--- config.mk ---
export PLATFORM = sky130hd
export DESIGN_NAME = frc_cache_drain_ctrl
export DESIGN_NICKNAME = d
export VERILOG_FILES = /design/src/rtl/MD_pkg.sv /design/src/rtl/frc_drain_fifo.sv /design/src/rtl/frc_cache_drain_ctrl.sv
export SDC_FILE = /design/constraint.sdc
export NUM_CORES = 1
export LEC_CHECK = 0
export ABC_AREA = 1
export ABC_CLOCK_PERIOD_IN_PS = 8300
export BUFFER_PORTS_ARGS = -buffer_cell sky130_fd_sc_hd__buf_2
export CELL_PAD_IN_SITES_DETAIL_PLACEMENT = 1
export CELL_PAD_IN_SITES_GLOBAL_PLACEMENT = 2
export CORE_UTILIZATION = 43
export CTS_CLUSTER_SIZE = 40
export DETAILED_ROUTE_END_ITERATION = 6
export GPL_ROUTABILITY_DRIVEN = 0
export GPL_TIMING_DRIVEN = 0
export PLACE_DENSITY = 0.76
export SYNTH_ARGS = -nofsm -noshare
export SYNTH_HDL_FRONTEND = slang
export SYNTH_SLANG_ARGS = --single-unit
--- constraint.sdc ---
create_clock -name clk -period 8.3 [get_ports clk]
set_input_delay 0 -clock clk [delete_from_list [all_inputs] [get_ports clk]]
set_output_delay 0 -clock clk [all_outputs]
set_load 0.1 [all_outputs]
--- src/rtl/MD_pkg.sv ---
// Shared MD datapath widths plus the force-cache drain FSM state and FIFO entry types.
package MD_pkg;

    localparam int PARTICLE_ID_WIDTH  = 5;
    localparam int FLOAT_WIDTH        = 32;
    localparam int FLOAT_STRUCT_WIDTH = 3 * FLOAT_WIDTH;

    typedef enum logic [2:0] {
        DRAIN_IDLE       = 3'd0,
        DRAIN_WAIT_QUIET = 3'd1,
        DRAIN_ISSUE      = 3'd2,
        DRAIN_FLUSH      = 3'd3,
        DRAIN_DONE       = 3'd4
    } drain_state_t;

    typedef struct packed {
        logic [FLOAT_STRUCT_WIDTH-1:0] frc;
        logic [PARTICLE_ID_WIDTH-1:0]  parid;
    } frc_parid_t;

endpackage

--- src/rtl/frc_drain_fifo.sv ---
// First-word-fall-through FIFO of tagged forces; count lets the reader budget in-flight reads.
module frc_drain_fifo
    import MD_pkg::*;
#(
    parameter int DEPTH = 8
) (
    input  logic                     clk,
    input  logic                     rst,
    input  logic                     push,
    input  frc_parid_t               push_data,
    input  logic                     pop,
    output frc_parid_t               head,
    output logic                     empty,
    output logic [$clog2(DEPTH):0]   count
);

    localparam int AW = $clog2(DEPTH);

    frc_parid_t     mem [DEPTH];
    logic [AW-1:0]  wr_ptr;
    logic [AW-1:0]  rd_ptr;
    logic           full;
    logic           do_push;
    logic           do_pop;

    assign full    = (count == (AW+1)'(DEPTH));
    assign empty   = (count == '0);
    assign do_push = push & ~full;
    assign do_pop  = pop & ~empty;
    assign head    = mem[rd_ptr];

    always_ff @(posedge clk or posedge rst) begin
        if (rst) begin
            wr_ptr <= '0;
            rd_ptr <= '0;
            count  <= '0;
        end else begin
            if (do_push) wr_ptr <= wr_ptr + 1'b1;
            if (do_pop)  rd_ptr <= rd_ptr + 1'b1;
            case ({do_push, do_pop})
                2'b10:   count <= count + 1'b1;
                2'b01:   count <= count - 1'b1;
                default: count <= count;
            endcase
        end
    end

    always_ff @(posedge clk) begin
        if (do_push) mem[wr_ptr] <= push_data;
    end

endmodule

--- src/rtl/frc_cache_drain_ctrl.sv ---
// Drains the force cache after the force pipeline goes quiet and streams tagged forces
// to motion update, throttling reads so the output FIFO can never overflow.
//   state       | meaning
//   IDLE        | waiting for i_start
//   WAIT_QUIET  | counting consecutive quiet cycles
//   ISSUE       | issuing clear-on-read requests for IDs 0..N-1
//   FLUSH       | waiting for last return and FIFO to drain
//   DONE        | one-cycle completion pulse
module frc_cache_drain_ctrl
    import MD_pkg::*;
#(
    parameter int OUT_FIFO_DEPTH = 8,
    parameter int QUIET_CYCLES   = 6
) (
    input  logic                          clk,
    input  logic                          rst,
    input  logic                          i_start,
    input  logic [PARTICLE_ID_WIDTH:0]    i_num_particles,
    input  logic                          i_frc_evals_done,
    input  logic                          i_cache_buf_empty,
    output logic [PARTICLE_ID_WIDTH-1:0]  o_MU_rd_addr,
    output logic                          o_MU_rd_en,
    input  logic [FLOAT_STRUCT_WIDTH-1:0] i_frc,
    input  logic                          i_frc_valid,
    output logic [FLOAT_STRUCT_WIDTH-1:0] o_frc,
    output logic [PARTICLE_ID_WIDTH-1:0]  o_frc_parid,
    output logic                          o_frc_valid,
    input  logic                          i_frc_ready,
    output logic                          o_busy,
    output logic                          o_done,
    output logic                          o_err
);

    localparam int CW = $clog2(OUT_FIFO_DEPTH) + 1;
    localparam int QW = $clog2(QUIET_CYCLES + 1);

    drain_state_t                 state;
    drain_state_t                 state_nxt;
    logic [PARTICLE_ID_WIDTH:0]   n_lat;
    logic [PARTICLE_ID_WIDTH:0]   addr_cnt;
    logic [QW-1:0]                quiet_cnt;
    logic [PARTICLE_ID_WIDTH-1:0] addr_d1;
    logic                         rd_en_d1;
    logic                         quiet;
    logic                         quiet_last;
    logic                         credit_ok;
    logic                         last_rd;
    logic [CW-1:0]                fifo_count;
    logic                         fifo_empty;
    frc_parid_t                   fifo_head;
    frc_parid_t                   push_data;
    logic                         push;
    logic                         pop;

    assign quiet      = i_frc_evals_done & i_cache_buf_empty;
    assign quiet_last = quiet && (quiet_cnt == QW'(QUIET_CYCLES - 1));
    // A read issued now lands next cycle; the one issued last cycle is landing now.
    assign credit_ok  = ({1'b0, fifo_count} + (CW+1)'(rd_en_d1)) < (CW+1)'(OUT_FIFO_DEPTH);
    assign o_MU_rd_en = (state == DRAIN_ISSUE) && credit_ok;
    assign o_MU_rd_addr = addr_cnt[PARTICLE_ID_WIDTH-1:0];
    assign last_rd    = o_MU_rd_en && (addr_cnt == n_lat - 1'b1);

    always_comb begin
        state_nxt = state;
        case (state)
            DRAIN_IDLE:       if (i_start) state_nxt = DRAIN_WAIT_QUIET;
            DRAIN_WAIT_QUIET: if (quiet_last)
                                  state_nxt = (n_lat == '0) ? DRAIN_DONE : DRAIN_ISSUE;
            DRAIN_ISSUE:      if (last_rd) state_nxt = DRAIN_FLUSH;
            DRAIN_FLUSH:      if (!rd_en_d1 && fifo_empty) state_nxt = DRAIN_DONE;
            DRAIN_DONE:       state_nxt = DRAIN_IDLE;
            default:          state_nxt = DRAIN_IDLE;
        endcase
    end

    always_ff @(posedge clk or posedge rst) begin
        if (rst) begin
            state     <= DRAIN_IDLE;
            n_lat     <= '0;
            addr_cnt  <= '0;
            quiet_cnt <= '0;
            rd_en_d1  <= 1'b0;
            addr_d1   <= '0;
            o_err     <= 1'b0;
        end else begin
            state    <= state_nxt;
            rd_en_d1 <= o_MU_rd_en;
            addr_d1  <= o_MU_rd_addr;
            if (state == DRAIN_IDLE && i_start) begin
                n_lat    <= i_num_particles;
                addr_cnt <= '0;
            end else if (o_MU_rd_en) begin
                addr_cnt <= addr_cnt + 1'b1;
            end
            if (state == DRAIN_WAIT_QUIET && quiet) quiet_cnt <= quiet_cnt + 1'b1;
            else                                    quiet_cnt <= '0;
            if (i_frc_valid && !rd_en_d1) o_err <= 1'b1;
        end
    end

    assign push            = i_frc_valid & rd_en_d1;
    assign push_data.frc   = i_frc;
    assign push_data.parid = addr_d1;
    assign pop             = o_frc_valid & i_frc_ready;

    frc_drain_fifo #(
        .DEPTH (OUT_FIFO_DEPTH)
    ) u_fifo (
        .clk       (clk),
        .rst       (rst),
        .push      (push),
        .push_data (push_data),
        .pop       (pop),
        .head      (fifo_head),
        .empty     (fifo_empty),
        .count     (fifo_count)
    );

    assign o_frc_valid = ~fifo_empty;
    assign o_frc       = fifo_empty ? '0 : fifo_head.frc;
    assign o_frc_parid = fifo_empty ? '0 : fifo_head.parid;
    assign o_busy      = (state != DRAIN_IDLE);
    assign o_done      = (state == DRAIN_DONE);

endmodule

==> results of run 1 <==
registers in the layout, indices dropped and copies added (netlist names):
signal and count:
u_fifo.wr_ptr 3, addr_cnt 6, u_fifo.rd_ptr 3, state 3, n_lat 6, addr_d1 5, quiet_cnt 3, u_fifo.mem 808
o_err 1, rd_en_d1 1, u_fifo.count 4
stage by stage:
stage          TNS (ns)  instances  instance area, um^2  hold slack, ns  util (%)
2_1_floorplan         0       2527                33400          0.0989         -
3_3_place_gp   -1653.47       3776                35800           0.217      46.9
3_5_place_dp          0       3811                36600           0.195      47.9
4_1_cts               0       4092                40700          0.0881      53.3
5_1_grt               0       4095                40700           0.160      53.3
6_report              0       4096                40700          0.0845      53.3
worst reg2reg max path: stages, from the launching register on:
cell	delay, ns
dfrtp_1	0.40
inv_1	0.07
a31oi_1	0.41
inv_1	0.15
or2_2	0.42
nor2_4	0.75
buf_16	0.27
buf_12	0.22
timing repair:
action | CTS | global route
endpoints found under the setup margin | 0 | 0
hold buffers | 121 | 0
endpoints found under the hold margin | 805 | 0
synth_stat cells, types with 2 or more instances:
master    instances
nor2_1          839
buf_6            25
nand2_1          66
inv_1            35
buf_4            24
nand3_1          13
o32ai_1         202
a21oi_1          10
buf_1             5
ha_1              9
nand4_1           2
xnor2_1           2
dfrtp_1          35
clkbuf_1         87
buf_2            31
edfxtp_1        808
o21ai_0         260
o21ai_1          57
nor3_1            3
xor2_1            5
layer usage:
metal  global-route usage [%]  part of all wire [%]  vias to the layer above  routed length, um
met5                        0                 0.071                        -                 73
met2                     44.4                    50                      710              51800
met1                     34.3                    42                    12000              42900
met4                     8.32                   2.3                       12               2340
li1                         -                     -                    10200                  -
met3                     3.89                   5.5                      159               5660
final timing paths:
path / end / slack, ns
worst max register to register: u_fifo.mem[2][54]$_DFFE_PP_ / 5.27
worst min-delay path: o_err$_DFFE_PP0P_ / 0.08
worst min register to register: o_err$_DFFE_PP0P_ / 0.48
worst max-delay path: o_frc[7] / 4.66
min in group clk: u_fifo.mem[5][39]$_DFFE_PP_ / 0.19
max in group asynchronous: addr_cnt[3]$_DFFE_PP0P_ / 7.64
final cells by class:
| cell class | count | share of cell area (%) |
|---|---|---|
| flip-flops and latches | 843 | 61.8 |
| multi-input cells | 1474 | 17.7 |
| repair buffers | 375 | 7.49 |
| clock buffers | 123 | 6.17 |
| well taps | 1030 | 3.17 |
| plain buffers | 173 | 2.42 |
| clock inverters | 37 | 0.895 |
| inverters | 37 | 0.354 |
| diodes | 4 | 0.0246 |
kinds of logic after synthesis:
kind of cell / count (synthesis)
XOR/XNOR: 7
flip-flops: 843
buffers and inverters: 210
AO/OA/AOI/OAI: 532
adder cells (fa/ha/maj): 10
AND/OR/NAND/NOR: 925
==> flow_metrics.py, run 1 <==
metrics = {
    "run_status": {
        "outcome": "finished clean",
    },
    "logic_synthesis": {
        "syn_nets": 2646,
        "ys_seq_elements": 843,
        "syn_area_mm2": 0.0334,
        "synth_top_cell_by_area": "edfxtp_1",
        "synth_top_family_by_area": "simple AND/OR/NAND/NOR gates",
        "avgSynthCellArea_um2": 13.2,
        "synth.area.mux_share_pct": 0,
        "synthDistinctLibCells": 29,
        "yosysSeqAreaShare_pct": 75.3,
        "async_reset_ff_share_pct": 4.15,
        "synth_compound_area_share_pct": 10.3,
        "ys_top_cells_by_area": "edfxtp_1, nor2_1, o32ai_1, o21ai_0, dfrtp_1",
        "ys.warnings.count": 0,
        "synth_fa_ha_area_share_pct": 0.397,
        "yosys.area.top_type_share_pct": 72.7,
        "synth_cells": 2527,
        "synth_edf_count": 808,
        "synth-simple-area-share_pct": 10.5,
        "synthFlopType": "edfxtp_1",
        "yosys.area_share.xor_xnor_pct": 0.184,
    },
    "clocking": {
        "ctsResizeCount": 0,
        "cts_buffers": 89,
        "cts_setup_buffers": 0,
        "clkTransAtPathRegs_ns": 0.06,
        "h-tree-depth": 3,
        "cts_tree": "done",
        "worstSkewPairLatency_ns": 0.64,
        "clk_root_buffer_cell": "clkbuf_16",
        "clockBufferDepth": 3,
        "cts_sinks": 843,
    },
    "sta": {
        "relSlewSlack_pct": 16.2,
        "finalHoldViolCount": 0,
        "tightest_slew_ns": 1.26,
        "timing.final.ws_setup_ns": 4.66,
        "fmax_mhz": 275,
        "slew_violations": 0,
        "min_period_ns": 3.64,
        "min_period_over_period_pct": 43.9,
        "rsz0062_at_grt": "no",
        "worst_clock_skew_ns": 0.0164,
        "setup_viol": 0,
    },
    "layout": {
        "ff_latch_area_mm2": 0.0251,
        "layout_common_cells": "nor2_1, edfxtp_1, o21ai_0",
        "final_layout_size_suffix_gt1_share_pct": 15.4,
        "layout_commonest_cell": "nor2_1",
        "area_growth_pct": 21.8,
        "layout.nets": 3112,
        "n_fill_cell": 7747,
        "multi_input_area_mm2": 0.00718,
    },
    "critical_path": {
        "critPathKind": "reg2out",
        "r2r_cells": 7,
        "arrival_ns": 3.64,
        "max_stage_delay_ns": 0.57,
        "crit_cells": 8,
        "critPathMaxFanout": 10,
        "cp-end-kind": "output port",
        "path_cells": "buf_6, buf_2, clkbuf_1, o21ai_0, o32ai_1, nor2_1, nor2_1, buf_2",
        "start_kind": "flip-flop",
        "path_buf_inv": 4,
        "cpMaxStageDelayCell": "clkbuf_1",
        "r2r_start": "u_fifo.count[2]$_DFFE_PP0P_",
        "crit_required_ns": 8.30,
        "startpoint": "u_fifo.rd_ptr[0]$_DFFE_PP0P_",
        "cpLargestDelayFamily": "buffers and inverters",
    },
    "routing": {
        "route.detailed.drc": 0,
        "totalWireLength_mm": 103,
        "num_vias": 23100,
        "firstDrtPassIters": 5,
        "wl_per_cell_um": 25.1,
        "routed_via_density": 5.63,
        "drt_iter0_drc": 1800,
        "ant_nets": 0,
    },
    "placed_design": {
        "io_buffers": 219,
        "post-place-ws_ns": 5.23,
        "dp_hpwl_mm": 65.0,
    },
    "floorplan": {
        "rows": 101,
        "core_area_mm2": 0.0763,
        "start_util_pct": 43.7,
        "die_area_mm2": 0.0788,
        "die_height_um": 281,
        "die_w_um": 281,
        "io_pins": 220,
    },
    "worst_hold_path": {
        "hp-class": "in2async",
    },
    "job": {
        "maxCapViolations": 0,
    },
    "global_route": {
        "grt_usage_pct": 26.1,
        "grt_max_degree": 27,
        "first_global_vias": 24500,
        "grt-ovfl-total": 0,
        "grt_pass1_wl_mm": 151,
        "grt_antenna_before_repair": 9,
    },
}
Power of run 1 is left out: the tool's default activity adds up to more than one toggle a clock period on the data nets, which glitch-free logic cannot reach.
==> run 2, diff against run 1 <==
--- a/config.mk
+++ b/config.mk
@@ -5,12 +5,12 @@
 export SDC_FILE = /design/constraint.sdc
 export NUM_CORES = 1
 export LEC_CHECK = 0
-export ABC_AREA = 1
-export ABC_CLOCK_PERIOD_IN_PS = 8300
+export ABC_AREA = 0
+export ABC_CLOCK_PERIOD_IN_PS = 3800
 export BUFFER_PORTS_ARGS = -buffer_cell sky130_fd_sc_hd__buf_2
 export CELL_PAD_IN_SITES_DETAIL_PLACEMENT = 1
 export CELL_PAD_IN_SITES_GLOBAL_PLACEMENT = 2
-export CORE_UTILIZATION = 43
+export CORE_UTILIZATION = 48
 export CTS_CLUSTER_SIZE = 40
 export DETAILED_ROUTE_END_ITERATION = 6
 export GPL_ROUTABILITY_DRIVEN = 0
==> constraint.sdc (replaced) <==
create_clock -name clk -period 3.8 [get_ports clk]
set_input_delay 0 -clock clk [delete_from_list [all_inputs] [get_ports clk]]
set_output_delay 0 -clock clk [all_outputs]
set_load 0.1 [all_outputs]
==> run 2 against run 1 <==
- register-to-register slack got worse by 4.5 ns
- synthesized cell count decreased by 43%
- core utilization increased by 6.0 points
- sequential cell count unchanged
- first-iteration DRC count is 34% lower
- clock skew down 0.0043 ns
- critical endpoint is now o_frc[90]
- final area decreased by 3.5%
- final cell count shrank 31%
- via count is 31% lower
- critical path depth down 1
- hold slack better by 0.0049 ns
- worst setup slack worse by 4.4 ns
==> flow_metrics.py, run 2 <==
metrics = {
    "clocking": {
        "clkTransAtPathRegs_ns": 0.06,
        "cts_sinks": 843,
        "worstSkewPairLatency_ns": 0.63,
        "h-tree-depth": 3,
        "cts_buffers": 87,
        "cts_tree": "done",
        "clockBufferDepth": 3,
        "clk_root_buffer_cell": "clkbuf_16",
    },
    "job": {
        "maxCapViolations": 0,
    },
    "global_route": {
        "grt_antenna_before_repair": 5,
        "grt_use_met1_pct": 30.2,
        "grt_util_met2_pct": 38.6,
        "first_global_vias": 17500,
        "grt_usage_pct": 22.6,
        "grt_max_degree": 36,
        "grt_busiest_layer": "met2",
        "grt_pass1_wl_mm": 111,
        "grt-ovfl-total": 0,
        "grtUsageMet3_pct": 4.04,
    },
    "critical_path": {
        "arrival_ns": 3.52,
        "start_kind": "flip-flop",
        "path_cells": "clkbuf_1, buf_2, buf_1, mux4_2, mux2i_1, nor2_1, buf_2",
        "cpMaxStageDelayCell": "buf_1",
        "cp-end-kind": "output port",
        "cpMostUsedCell": "buf_2",
        "max_stage_delay_ns": 0.76,
        "crit_required_ns": 3.80,
        "critPathKind": "reg2out",
        "critPathMaxFanout": 10,
    },
    "routing": {
        "drt_iter0_drc": 1182,
        "num_vias": 15900,
        "firstDrtPassIters": 5,
        "wl_per_cell_um": 26.5,
        "route.detailed.drc": 0,
        "ant_nets": 0,
        "totalWireLength_mm": 75.5,
        "routed_via_density": 5.59,
    },
    "sta": {
        "timing.final.ws_setup_ns": 0.276,
        "worst_clock_skew_ns": 0.0120,
        "setup_viol": 0,
        "holdWs_ns": 0.0894,
        "min_period_over_period_pct": 92.7,
        "slew_violations": 0,
        "finalHoldViolCount": 0,
        "tightest_slew_ns": 1.03,
        "rsz0062_at_grt": "no",
        "min_period_ns": 3.52,
        "fmax_mhz": 284,
        "relSlewSlack_pct": 31.2,
    },
    "logic_synthesis": {
        "ys_top_cells_by_area": "edfxtp_1, mux4_2, mux2i_1, dfrtp_1, nor2_1",
        "synthDistinctLibCells": 43,
        "synth_edf_count": 808,
        "synth.area.mux_share_pct": 17.5,
        "synth_fa_ha_area_share_pct": 0.411,
        "ys_seq_elements": 843,
        "yosysSeqAreaShare_pct": 77.8,
        "synth_top_family_by_area": "multiplexers",
        "synth_compound_area_share_pct": 0.442,
        "avgSynthCellArea_um2": 22.3,
        "yosys.area_share.xor_xnor_pct": 0.515,
        "synth.most_common_cell": "edfxtp_1",
        "yosys.area.top_type_share_pct": 75.1,
        "async_reset_ff_share_pct": 4.15,
        "synthFlopType": "edfxtp_1",
        "synth_cells": 1451,
        "syn_area_mm2": 0.0323,
        "synth.top_cells.by_count": "edfxtp_1, mux4_2, nor2_1",
        "ys.warnings.count": 0,
        "syn_nets": 1570,
        "synth_top_cell_by_area": "edfxtp_1",
        "synth-simple-area-share_pct": 2.14,
    },
    "placed_design": {
        "place_area_mm2": 0.0355,
        "post-place-ws_ns": 0.550,
        "io_buffers": 219,
        "place_inst": 2575,
        "dp_hpwl_mm": 47.3,
    },
    "layout": {
        "final_layout_size_suffix_gt1_share_pct": 32.2,
        "area_growth_pct": 21.5,
        "largest-register": "u_fifo.mem",
        "n_fill_cell": 5620,
        "stdcell_area_mm2": 0.0393,
        "reg_top3": "u_fifo.mem (808), addr_cnt (6), n_lat (6)",
        "layout_commonest_cell": "edfxtp_1",
        "layout_common_cells": "edfxtp_1, buf_2, mux4_2",
        "final_cells": 2845,
        "layout.nets": 2032,
        "largest_register_ff_count": 808,
    },
    "power": {
        "leakage_nw": 13.4,
        "cellPowerDensity_mw_per_mm2": 831,
        "power_mw": 32.6,
        "vdd_ir_drop_max_mv": 0.551,
    },
    "floorplan": {
        "rows": 94,
        "io_pins": 220,
        "die_height_um": 261,
        "start_util_pct": 48.8,
        "die_area_mm2": 0.0683,
        "core_area_mm2": 0.0662,
        "die_w_um": 261,
    },
    "run_status": {
        "outcome": "finished clean",
    },
    "worst_hold_path": {
        "hp-class": "in2async",
    },
}
-- run 2: layer usage --
| layer | share of wire [%] | routed length (um) |
|---|---|---|
| met1 | 42 | 31500 |
| met2 | 52 | 39000 |
| met3 | 5.0 | 3760 |
| met4 | 1.6 | 1230 |
| met5 | 0.083 | 63 |
-- run 2: cell families after synthesis --
kind of cell	count (synthesis)
flip-flops	843
AND/OR/NAND/NOR	162
AO/OA/AOI/OAI	18
multiplexers	311
XOR/XNOR	19
adder cells (fa/ha/maj)	10
buffers and inverters	88
-- run 2: worst paths after layout --
check / from / endpoint / slack, ns / depth (start not counted)
max in group asynchronous: rst / u_fifo.count[2]$_DFFE_PP0P_ / 3.14 / 3
worst min-delay path: rst / n_lat[5]$_DFFE_PP0P_ / 0.09 / 3
worst max register to register: u_fifo.count[0]$_DFFE_PP0P_ / u_fifo.mem[0][76]$_DFFE_PP_ / 0.75 / 10
min in group clk: i_num_particles[0] / n_lat[0]$_DFFE_PP0P_ / 0.12 / 4
worst min register to register: addr_cnt[2]$_DFFE_PP0P_ / addr_d1[2]$_DFF_PP0_ / 0.43 / 0
worst max-delay path: u_fifo.rd_ptr[1]$_DFFE_PP0P_ / o_frc[90] / 0.28 / 7
-- run 2: report_power, final --
part	internal, mW	total, mW	leakage (nW)	switching (mW)
clock network	4.56	8.00	1.29	3.44
registers	10.3	10.4	7.71	0.114
logic	3.55	14.3	4.39	10.7
total	18.4	32.6	13.4	14.3
-- run 2: per-stage QoR --
step	TNS, ns	util [%]
finish	0	59.3
global route	0	59.3
floorplan	-114.12	-
detailed placement	0	53.6
CTS	0	59.3
global placement	-2351.76	52.2
-- run 2: cell type report --
cell class / count / area [um^2] / share of cell area (%)
sequential: 843 / 25100 / 64.0
clock inverter: 45 / 325 / 0.829
tap: 864 / 1080 / 2.75
multi-input combinational: 520 / 6880 / 17.5
clock buffer: 111 / 2310 / 5.88
inverter: 11 / 41.3 / 0.105
antenna: 1 / 2.50 / 0.00637
timing repair buffer: 373 / 3120 / 7.95
buffer: 77 / 355 / 0.905
-- run 2: repair_timing --
item / CTS / global route
hold endpoints to repair: 828 / 0
gates resized for setup: 3 / 0
setup endpoints to repair: 11 / 0
hold buffers: 113 / 0
setup buffers: 0 / 0
-- run 2: critical path: cells and delay by family, from the launching register on --
| kind | cells | cell delay (ns) |
|---|---|---|
| DFF | 1 | 0.36 |
| buffers and inverters | 4 | 1.87 |
| muxes | 2 | 0.43 |
| and+or+nand+nor | 1 | 0.24 |
(Power assumes the default switching activity.)
==> run 3, diff against run 2 <==
--- a/config.mk
+++ b/config.mk
@@ -15,7 +15,7 @@
 export DETAILED_ROUTE_END_ITERATION = 6
 export GPL_ROUTABILITY_DRIVEN = 0
 export GPL_TIMING_DRIVEN = 0
-export PLACE_DENSITY = 0.76
+export PLACE_DENSITY = 0.8
 export SYNTH_ARGS = -nofsm -noshare
 export SYNTH_HDL_FRONTEND = slang
 export SYNTH_SLANG_ARGS = --single-unit
==> run 3 against run 2 <==
- sequential cell count is the same
- hold slack lost 0.017 ns
- sequential power is essentially flat
- via count grew 0.97%
- critical path depth is the same
- maximum frequency shrank 2.5%
- final cell count grew 0.39%
- die area is the same
- wire length grew 0.27%
- clock power grew 5.6%
- first-iteration DRC count grew 13%
- global-route usage is essentially flat
- largest power group unchanged
- highest routed layer unchanged
==> flow_metrics.py, run 3 (synthesis gave the netlist of run 2 again) <==
metrics = {
    "sta": {
        "timing.final.ws_setup_ns": 0.185,
        "slew_violations": 0,
        "relSlewSlack_pct": 34.8,
        "final.setup.tns_ns": 0,
        "worst_clock_skew_ns": 0.0263,
        "fmax_mhz": 277,
        "rsz0062_at_grt": "no",
        "tightest_slew_ns": 0.979,
        "min_period_over_period_pct": 95.1,
        "setup_viol": 0,
        "min_period_ns": 3.61,
        "finalHoldViolCount": 0,
    },
    "layout": {
        "largest_register_ff_count": 808,
        "layout_commonest_cell": "edfxtp_1",
        "final_layout_size_suffix_gt1_share_pct": 32.8,
        "layout_common_cells": "edfxtp_1, buf_2, mux4_2",
        "reg_top3": "u_fifo.mem (808), addr_cnt (6), n_lat (6)",
        "n_fill_cell": 5645,
        "largest-register": "u_fifo.mem",
        "layout.nets": 2039,
        "multi_input_area_mm2": 0.00688,
        "area_growth_pct": 22.7,
        "ff_latch_area_mm2": 0.0251,
    },
    "routing": {
        "wl_per_cell_um": 26.5,
        "firstDrtPassIters": 7,
        "num_vias": 16100,
        "totalWireLength_mm": 75.7,
        "routed_via_density": 5.63,
        "route.detailed.drc": 0,
        "drt_iter0_drc": 1341,
        "ant_nets": 0,
    },
    "global_route": {
        "first_global_vias": 17700,
        "grt_max_degree": 36,
        "grt_antenna_before_repair": 6,
        "grt-ovfl-total": 0,
        "grt_pass1_wl_mm": 112,
        "grt_usage_pct": 22.6,
    },
    "floorplan": {
        "die_height_um": 261,
        "start_util_pct": 48.8,
        "rows": 94,
        "die_area_mm2": 0.0683,
        "io_pins": 220,
        "core_area_mm2": 0.0662,
        "die_w_um": 261,
    },
    "clocking": {
        "cts_sinks": 843,
        "clockBufferDepth": 3,
        "h-tree-depth": 3,
        "worstSkewPairLatency_ns": 0.64,
        "clkTransAtPathRegs_ns": 0.06,
        "clk_root_buffer_cell": "clkbuf_16",
        "cts_buffers": 86,
        "cts_tree": "done",
    },
    "critical_path": {
        "arrival_ns": 3.61,
        "cp-end-kind": "output port",
        "start_kind": "flip-flop",
        "critPathMaxFanout": 10,
        "critPathKind": "reg2out",
        "crit_required_ns": 3.80,
    },
    "placed_design": {
        "post-place-ws_ns": 0.498,
        "io_buffers": 219,
        "dp_hpwl_mm": 46.8,
    },
    "power": {
        "vdd_ir_drop_max_mv": 0.520,
        "leakage_nw": 13.5,
        "cellPowerDensity_mw_per_mm2": 836,
    },
    "run_status": {
        "outcome": "finished clean",
    },
    "worst_hold_path": {
        "hp-class": "in2async",
    },
    "job": {
        "maxCapViolations": 0,
    },
}
## run 3: cell types whose count changed in the layout (fill, tap and decap cells not counted), moves of 2 or more
cell / previous run / this run
dlygate4sd3_1: 113 / 116
buf_16: 14 / 18
buf_8: 6 / 4
diode_2: 1 / 3
clkinv_2: 14 / 12
buf_12: 21 / 24
clkbuf_8: 1 / 5
clkinv_1: 22 / 14
bufinv_16: 4 / 9
## run 3: stage by stage
| step | area (um^2) | hold WS (ns) | util [%] | power [mW] | std cells |
|---|---|---|---|---|---|
| after floorplan | 32400 | 0.0989 | - | 22.0 | 1451 |
| after global placement | 34600 | 0.205 | 52.2 | 24.7 | 2534 |
| after detailed placement | 35600 | 0.203 | 53.8 | 24.8 | 2580 |
| after CTS | 39600 | 0.0722 | 59.8 | 33.4 | 2853 |
| after global routing | 39600 | 0.136 | 59.9 | 34.2 | 2855 |
| final | 39600 | 0.0721 | 59.9 | 33.1 | 2856 |
## run 3: final cells by class
cell class	count	area share (%)
Sequential cell	843	63.4
Multi-Input combinational cell	520	17.4
Timing Repair Buffer	381	8.31
Clock buffer	115	6.02
Tap cell	864	2.73
Clock inverter	42	1.13
Buffer	77	0.897
Inverter	11	0.104
Antenna cell	3	0.0189
## run 3: report_power, final
| group | leakage [nW] | internal [mW] | switching [mW] |
|---|---|---|---|
| clock | 1.38 | 5.02 | 3.43 |
| combinational | 4.45 | 3.55 | 10.7 |
| sequential | 7.71 | 10.3 | 0.114 |
## run 3: final timing paths
| kind | startpoint | endpoint | slack, ns | cells after the start |
|---|---|---|---|---|
| max | u_fifo.rd_ptr[1]$_DFFE_PP0P_ | o_frc[35] | 0.19 | 7 |
| min | rst | u_fifo.count[2]$_DFFE_PP0P_ | 0.07 | 3 |
| max reg2reg | state[0]$_DFFE_PP0P_ | n_lat[1]$_DFFE_PP0P_ | 0.91 | 7 |
| min reg2reg | addr_cnt[2]$_DFFE_PP0P_ | addr_d1[2]$_DFF_PP0_ | 0.44 | 0 |
| max in group asynchronous | rst | u_fifo.count[1]$_DFFE_PP0P_ | 3.17 | 3 |
| min in group clk | i_frc_valid | o_err$_DFFE_PP0P_ | 0.17 | 3 |
## run 3: critical path, stage by stage, from the launching register on
cell and delay, ns:
dfrtp_1 0.37, clkbuf_1 0.25, clkbuf_2 0.48, clkbuf_1 0.63
mux4_2 0.35, mux2i_1 0.08, nor2_1 0.32, buf_2 0.50
## run 3: per-layer routing
layer / part of all wire, % / global-route usage (%)
met5: 0.054 / 0
met4: 1.9 / 5.98
met3: 5.1 / 4.05
met2: 51 / 38.4
met1: 42 / 30.2
## run 3: what timing repair did
item                       4_1_cts  5_1_grt
setup endpoints to repair       85        3
hold endpoints to repair       828        0
hold buffers                   116        0
resized for setup                2        1
buffers inserted                 0        0
gates cloned                     0        0
